<file path="src/rtl/demod_slicer_pkg.sv">
// Shared types and default sizing for the demod symbol slicer.
package demod_slicer_pkg;

  typedef enum logic {
    IDLE  = 1'b0,
    ACCUM = 1'b1
  } state_t;

  localparam int DEF_DATA_W     = 32;
  localparam int DEF_SPS        = 8;
  localparam int DEF_ACC_W      = 40;
  localparam int DEF_WORD_W     = 8;
  localparam int DEF_FIFO_DEPTH = 4;

  // Counter width able to index 0..n-1, never narrower than one bit.
  function automatic int cnt_width(input int n);
    return (n <= 2) ? 1 : $clog2(n);
  endfunction

  localparam int DEF_CNT_W = cnt_width(DEF_SPS);

endpackage

</file>
<file path="src/rtl/demod_slicer_fifo.sv">
// Small synchronous FIFO for packed slicer words; a push into a full FIFO
// is accepted only when a pop frees a slot on the same edge.
module demod_slicer_fifo
  import demod_slicer_pkg::*;
#(
  parameter int DEPTH  = DEF_FIFO_DEPTH,
  parameter int WORD_W = DEF_WORD_W
) (
  input  logic              clk,
  input  logic              reset,
  input  logic              push,
  input  logic [WORD_W-1:0] push_data,
  input  logic              pop,
  output logic [WORD_W-1:0] head,
  output logic              full,
  output logic              empty
);

  localparam int PTR_W = cnt_width(DEPTH);

  logic [WORD_W-1:0] mem [DEPTH];
  logic [PTR_W:0]    wr_ptr_reg, rd_ptr_reg;
  logic              do_push, do_pop;

  assign empty   = (wr_ptr_reg == rd_ptr_reg);
  assign full    = (wr_ptr_reg[PTR_W] != rd_ptr_reg[PTR_W]) &&
                   (wr_ptr_reg[PTR_W-1:0] == rd_ptr_reg[PTR_W-1:0]);
  assign do_pop  = pop && !empty;
  assign do_push = push && (!full || do_pop);

  always_ff @(posedge clk) begin
    if (do_push) mem[wr_ptr_reg[PTR_W-1:0]] <= push_data;
  end

  always_ff @(posedge clk) begin
    if (!reset) begin
      wr_ptr_reg <= '0;
      rd_ptr_reg <= '0;
    end else begin
      if (do_push) wr_ptr_reg <= wr_ptr_reg + (PTR_W+1)'(1);
      if (do_pop)  rd_ptr_reg <= rd_ptr_reg + (PTR_W+1)'(1);
    end
  end

  // Head is forced to zero while empty so stale storage never shows.
  assign head = empty ? '0 : mem[rd_ptr_reg[PTR_W-1:0]];

endmodule

</file>
<file path="src/rtl/demod_symbol_slicer.sv">
// Integrate-and-dump symbol slicer with bit packing and output FIFO.
// Define SLICER_LSB_FIRST_EN to pack the first decided bit into out_word[0].
module demod_symbol_slicer
  import demod_slicer_pkg::*;
#(
  parameter int DATA_W     = DEF_DATA_W,
  parameter int SPS        = DEF_SPS,
  parameter int ACC_W      = DEF_ACC_W,
  parameter int WORD_W     = DEF_WORD_W,
  parameter int FIFO_DEPTH = DEF_FIFO_DEPTH
) (
  input  logic              clk,
  input  logic              reset,
  input  logic [DATA_W-1:0] in_data,
  input  logic              in_valid,
  input  logic [DATA_W-1:0] threshold,
  input  logic              sync_req,
  output logic [WORD_W-1:0] out_word,
  output logic              out_valid,
  input  logic              out_ready,
  output logic              overflow,
  output logic              busy
);

  localparam int CNT_W = cnt_width(SPS);
  localparam int BIT_W = cnt_width(WORD_W);
  localparam logic signed [ACC_W-1:0] SPS_A = ACC_W'(SPS);

  state_t                   state_reg, state_next;
  logic signed [ACC_W-1:0]  acc_reg, acc_next;
  logic [CNT_W-1:0]         sample_cnt_reg, sample_cnt_next;
  logic [BIT_W-1:0]         bit_cnt_reg, bit_cnt_next;
  logic [WORD_W-1:0]        shift_reg, shift_next;
  logic                     pend_reg, pend_next;
  logic [WORD_W-1:0]        pend_word_reg, pend_word_next;
  logic                     overflow_reg, overflow_next;

  logic signed [ACC_W-1:0]  in_ext, thr_ext, thr_scaled, total;
  logic                     decided_bit;
  logic [WORD_W-1:0]        shift_in, packed_word;
  logic                     fifo_full, fifo_empty;

  assign in_ext      = {{(ACC_W-DATA_W){in_data[DATA_W-1]}}, in_data};
  assign thr_ext     = {{(ACC_W-DATA_W){threshold[DATA_W-1]}}, threshold};
  assign thr_scaled  = thr_ext * SPS_A;
  assign total       = acc_reg + in_ext;
  assign decided_bit = (total > thr_scaled);
  assign shift_in    = {shift_reg[WORD_W-2:0], decided_bit};

`ifdef SLICER_LSB_FIRST_EN
  // The shift register always holds the first bit at the top; mirror it.
  for (genvar gi = 0; gi < WORD_W; gi++) begin : g_rev
    assign packed_word[gi] = shift_in[WORD_W-1-gi];
  end
`else
  assign packed_word = shift_in;
`endif

  always_comb begin
    state_next      = state_reg;
    acc_next        = acc_reg;
    sample_cnt_next = sample_cnt_reg;
    bit_cnt_next    = bit_cnt_reg;
    shift_next      = shift_reg;
    pend_next       = 1'b0;
    pend_word_next  = pend_word_reg;
    // With the FIFO full it cannot be empty, so a pop depends only on out_ready.
    overflow_next   = overflow_reg | (pend_reg && fifo_full && !out_ready);

    if (sync_req) begin
      state_next      = IDLE;
      acc_next        = '0;
      sample_cnt_next = '0;
      bit_cnt_next    = '0;
      shift_next      = '0;
    end else if (in_valid) begin
      state_next = ACCUM;
      if (sample_cnt_reg == CNT_W'(SPS-1)) begin
        acc_next        = '0;
        sample_cnt_next = '0;
        shift_next      = shift_in;
        if (bit_cnt_reg == BIT_W'(WORD_W-1)) begin
          bit_cnt_next   = '0;
          pend_next      = 1'b1;
          pend_word_next = packed_word;
        end else begin
          bit_cnt_next = bit_cnt_reg + BIT_W'(1);
        end
      end else begin
        acc_next        = total;
        sample_cnt_next = sample_cnt_reg + CNT_W'(1);
      end
    end
  end

  always_ff @(posedge clk) begin
    if (!reset) begin
      state_reg      <= IDLE;
      acc_reg        <= '0;
      sample_cnt_reg <= '0;
      bit_cnt_reg    <= '0;
      shift_reg      <= '0;
      pend_reg       <= 1'b0;
      pend_word_reg  <= '0;
      overflow_reg   <= 1'b0;
    end else begin
      state_reg      <= state_next;
      acc_reg        <= acc_next;
      sample_cnt_reg <= sample_cnt_next;
      bit_cnt_reg    <= bit_cnt_next;
      shift_reg      <= shift_next;
      pend_reg       <= pend_next;
      pend_word_reg  <= pend_word_next;
      overflow_reg   <= overflow_next;
    end
  end

  demod_slicer_fifo #(
    .DEPTH  (FIFO_DEPTH),
    .WORD_W (WORD_W)
  ) u_fifo (
    .clk       (clk),
    .reset     (reset),
    .push      (pend_reg),
    .push_data (pend_word_reg),
    .pop       (out_ready),
    .head      (out_word),
    .full      (fifo_full),
    .empty     (fifo_empty)
  );

  assign out_valid = !fifo_empty;
  assign overflow  = overflow_reg;
  assign busy      = (state_reg == ACCUM);

endmodule

</file>
<file path="config.mk">
export PLATFORM = sky130hd
export DESIGN_NAME = demod_symbol_slicer
export DESIGN_NICKNAME = d
export VERILOG_FILES = /design/src/rtl/demod_slicer_pkg.sv /design/src/rtl/demod_slicer_fifo.sv /design/src/rtl/demod_symbol_slicer.sv
export SDC_FILE = /design/constraint.sdc
export NUM_CORES = 1
export LEC_CHECK = 0
export BUFFER_PORTS_ARGS = -buffer_cell sky130_fd_sc_hd__buf_2
export CAP_MARGIN = 20
export CORE_MARGIN = 3
export CORE_UTILIZATION = 25
export DETAILED_ROUTE_END_ITERATION = 6
export HOLD_SLACK_MARGIN = 0.1
export PLACE_DENSITY = 0.42
export SLEW_MARGIN = 20
export SYNTH_ARGS = -nofsm -noshare
export SYNTH_HDL_FRONTEND = slang
export SYNTH_SLANG_ARGS = --single-unit
</file>
<file path="constraint.sdc">
create_clock -name clk -period 7.3 [get_ports clk]
set_input_delay 1.46 -clock clk [delete_from_list [all_inputs] [get_ports clk]]
set_output_delay 1.46 -clock clk [all_outputs]
set_load 0.05 [all_outputs]
</file>
[Yosys cells after proc, flatten, opt, wreduce, memory -nomap -nowiden]
Memory sizes are Yosys's and may differ from the RTL's. A register that Yosys moved wholly into a read port is not among the register bits.
Cells that the tools add are included.
Cells by class
  reduce and logical (&&, ||, !) cells: 13
  muxes and demuxes: 9
  add/subtract/negate cells: 5
  eq/ne operators: 5
  bitwise gates (word level): 5
  $lt $le $gt $ge: 1
Operators with widths (number)
  40-bit by 32-bit adder with 40-bit output: 1
  40-bit by 35-bit > comparator with 1-bit output: 1
  40-bit 2-to-1 mux: 1
  3-bit by 1-bit adder with 3-bit output, second input constant: 4
  8-bit 2-to-1 mux: 1
  3-bit equality test, second input constant: 2
  3-bit 2-to-1 mux: 2
  1-bit logical AND: 5
  2-bit 2-to-1 mux: 2
  1-bit NOT: 4
  4-bit AND reduction: 1
  4-bit OR reduction: 1
  3-bit equality test: 1
  1-bit zero test: 3
  1-bit 2-to-1 mux: 3
  2-bit equality test: 1
  2-bit AND reduction: 1
  2-bit OR reduction: 1
  1-bit logical OR: 1
  1-bit inequality test: 1
  1-bit OR: 1
Storage, ports and cells
  bits of input ports: 69
  memories: 1
  flip-flop bits (word level): 70
  memory bits (writable): 32
Memories
  u_fifo.mem: words 4, bits a word 8, read ports 1, clocked after Yosys merged registers in 1, wr ports 1, RTL line demod_slicer_fifo.sv:21  | logic [WORD_W-1:0] mem [DEPTH];

[Longest topological paths before layout]
  word-level depth: 7
  gate-level depth with buffers: 19
  gate-level depth less buffers: 19

[Modules after synthesis]
From an unflattened synthesis, not the netlist that was laid out.
Unflattened totals
  cells, all modules: 763
  area total of the unflattened synthesis: 7066.8 µm²
By module, submodules not included
  demod_symbol_slicer: cells an instance 660, area each 5371.4 µm², times used 1
  demod_slicer_fifo: cells an instance 103, area each 1695.4 µm², times used 1

[Least setup slack after synthesis]
Ideal clock, no wire load.
  path type: input-to-reg
  from: input port in_data[0]
  to: register shift_reg[0]
  setup time: 120 ps
  data required time: 7180 ps
  path slack: 2149 ps
  buffers on the path: 0
  arrival time: 5031 ps
  stages: 17
  cell sequence: ha_1 fa_1 a21oi_1 o21ai_4 a311oi_2 a221oi_2 a31oi_2 o311ai_1 xor2_1 ha_1 a21o_1 a21oi_1 o21ai_0 a21oi_1 o311ai_0 nor4_1 a211o_1
On the way
  longest elaborated chain between the ends: 2
RTL lines
  from (decl): RTL line demod_symbol_slicer.sv:14  | input logic [DATA_W-1:0] in_data,
  40-bit by 32-bit adder with 40-bit output: RTL line demod_symbol_slicer.sv:46  | assign total = acc_reg + in_ext;
  40-bit by 35-bit > comparator with 1-bit output: RTL line demod_symbol_slicer.sv:47  | assign decided_bit = (total > thr_scaled);
  to (signal assigned): RTL line demod_symbol_slicer.sv:111  | shift_reg <= shift_next;
  to (decl): RTL line demod_symbol_slicer.sv:33  | logic [WORD_W-1:0] shift_reg, shift_next;
Every way passes these cells.
A chain may end at the register's enable or synchronous reset.

[Final worst setup path]
Same ends and word-level chain as after synthesis.

==> metrics.cfg <==
[outcome]
status = finished clean

[hold_path]
hold_depth = 2
hold_end = shift_reg[6]$_SDFFE_PP0P_
hp-class = flop to flop
min_from = shift_reg[6]$_SDFFE_PP0P_

[pwr]
p_leak_uw = 0.00376
peakVddDrop_uv = 110
power_density_nw_per_um2 = 176

[setup_path]
reg2regPathDepth = 15
crit_path_start_kind = primary input
arrival_ns = 5.86
r2r_slack_ns = 2.57
reg2reg_from = acc_reg[0]$_SDFFE_PP0P_
worst_setup_path_end_kind = flop
slowest_stage = o311ai_0
r2r-end = shift_reg[0]$_SDFFE_PP0P_
crit_path_cell_trace = buf_2, ha_1, fa_1, a21oi_1, o21ai_4, a311oi_2, a221oi_2, a31oi_2, xnor2_1, ha_1, nand4_1, o21ai_0, a21oi_1, o311ai_0, nor4_1, a211o_1
max_stage_delay_ns = 0.71
critPathRequiredTime_ns = 7.55
critPathMaxFanout = 5
crit_type = primary input to flop

[place]
gp_congestion = 0.803
hpwl_um = 15000
dp_slack_ns = 1.28
port_buffers = 79

[clock_tree]
cts_num_sinks = 104
postCtsResizedCells = 0
cts.repair_timing.setup_buffer_count = 0
insertion_delay_ns = 0.36
hold_buffers = 0
ctsRootBufferMaster = clkbuf_16
clockBufferDepth = 2
cts_max_level = 3
cts_tree = yes
cts_buffers = 9
cts.clk_slew.worst_paths_ns = 0.08

[floorplan]
die_area_sq_um = 31400
num_rows = 62
die_x_um = 177
die_h_um = 177
start_util_pct = 25.5
io_pins = 80
coreArea_sq_um = 28800

[timing]
slew_headroom_pct = 44.1
worst_pin_slew_ns = 0.828
max_freq_mhz = 178
rsz0062_at_grt = false
fin_skew_ns = 0.0159
fin_ws_ns = 1.68
hold_viol = 0
slew_viol_final = 0
post-route-period-util_pct = 76.9
fin_crit_ns = 5.62
setup-tns-final_ns = 0
setup_viol = 0

[synthesis]
avgSynthCellArea_sq_um = 8.93
ys_async_sr_fraction_pct = 0
yosysWarnings = 0
synth.largest_area_cell = dfxtp_1
yosysUniqueCellTypes = 78
synth_edf_count = 32
yosys-top-cells-area = dfxtp_1 (20%), ha_1 (15%), edfxtp_1 (13%)
synth_top_area_share_pct = 19.7
synth-seq-cells = 104
ys_seq_area_share_pct = 32.8
synth_area_sq_um = 7330
ys.flop_type = dfxtp_1
synth.net_count = 976
synthCells = 821

[route]
viasPerCell = 4.78
post-route-drc-count = 0
drt_iter0_drc = 366
first_pass_iters = 5
antenna_left = 0
vias = 6051
wl_um = 19600
wire_per_inst_um = 15.5

[cells_and_area]
nets = 1033
mostFrequentLayoutCells = ha_1 (85), buf_2 (79), a21oi_1 (78), nand2_1 (76), dfxtp_1 (72)
num_antenna_cells = 0
drive_gt1_share_pct = 13.9
fin_util_pct = 29.0
layout_commonest_cell = ha_1
syn2layout_area_growth_pct = 13.8
largest_register_ffs = 40

[global_route]
grt_max_degree = 31
grt_pass1_vias = 5928
grtUsageTotal_pct = 12.7
overflow = 0
grt_pass1_wl_um = 31900
antenna_found_initial = 1

[flow_run]
cap_viol_max_count = 0

through the flow:
stage	cells	instance area [sq um]	hold WS, ns	power (uW)
finish	1267	8340	0.456	1470
global route	1267	8340	0.482	1560
detailed placement	1251	8050	0.448	987
CTS	1267	8340	0.459	1490
floorplan	821	7330	0.429	889
global placement	1251	8050	0.443	991
area by class of cell:
class / instances / area [sq um]
Tap cell: 384 / 480
Multi-Input combinational cell: 626 / 4550
Clock inverter: 6 / 56.3
Timing Repair Buffer: 82 / 418
Sequential cell: 104 / 2400
Clock buffer: 10 / 229
Fill cell: 3073 / 20400
Inverter: 55 / 206
cell families (layout without fill, tap and decap cells):
group	Yosys count	after routing	share of synthesized area, %
buffers and inverters	91	153	5.21
xor gates and xnor gates	43	43	5.14
AOI/OAI and AO/OA	242	242	22.3
adders and majority gates	86	86	14.8
DFF	104	104	32.8
muxes	17	17	3.69
and+or+nand+nor	238	238	16.1
report_power, final:
part,switching (uW),total (uW),internal [uW]
Clock,248,489,241
Combinational,211,358,148
Sequential,13.3,619,605
Total,472,1470,994
worst max-delay path by stage:
stage	start	endpoint	slack (ns)	cells past startpoint
finish	in_data[0]	shift_reg[0]$_SDFFE_PP0P_	1.68	16
floorplan	in_data[0]	shift_reg[0]$_SDFFE_PP0P_	2.15	17
global route	in_data[0]	shift_reg[0]$_SDFFE_PP0P_	1.31	19
global placement	in_data[0]	shift_reg[0]$_SDFFE_PP0P_	1.36	18
CTS	in_data[0]	shift_reg[0]$_SDFFE_PP0P_	1.67	17
detailed placement	in_data[0]	shift_reg[0]$_SDFFE_PP0P_	1.28	17
worst max-delay path, delay by kind of cell:
| family | cells | cell delay [ns] |
|---|---|---|
| xor+xnor | 1 | 0.16 |
| fa+ha+maj | 3 | 0.95 |
| compound gates | 9 | 2.97 |
| simple gates | 2 | 0.20 |
| buf+inv | 1 | 0.10 |
cells in the mapped netlist, types with 15 or more instances:
| library cell | n |
|---|---|
| dfxtp_1 | 72 |
| o21ai_0 | 29 |
| a21oi_1 | 78 |
| inv_1 | 55 |
| clkbuf_1 | 24 |
| ha_1 | 85 |
| nor2_1 | 46 |
| nand4_1 | 15 |
| a21o_1 | 37 |
| nand2_1 | 76 |
| nand3_1 | 15 |
| edfxtp_1 | 32 |
| nor2b_1 | 24 |
| a22o_1 | 22 |
| xnor2_1 | 29 |
metal layers:
metal	wire length (um)	vias up	GRT usage, %
met4	298	2	3.31
met5	13	-	0
met2	8570	112	19.7
li1	-	3102	-
met1	9990	2813	18.2
met3	728	22	2.32
(Power assumes the default switching activity.)
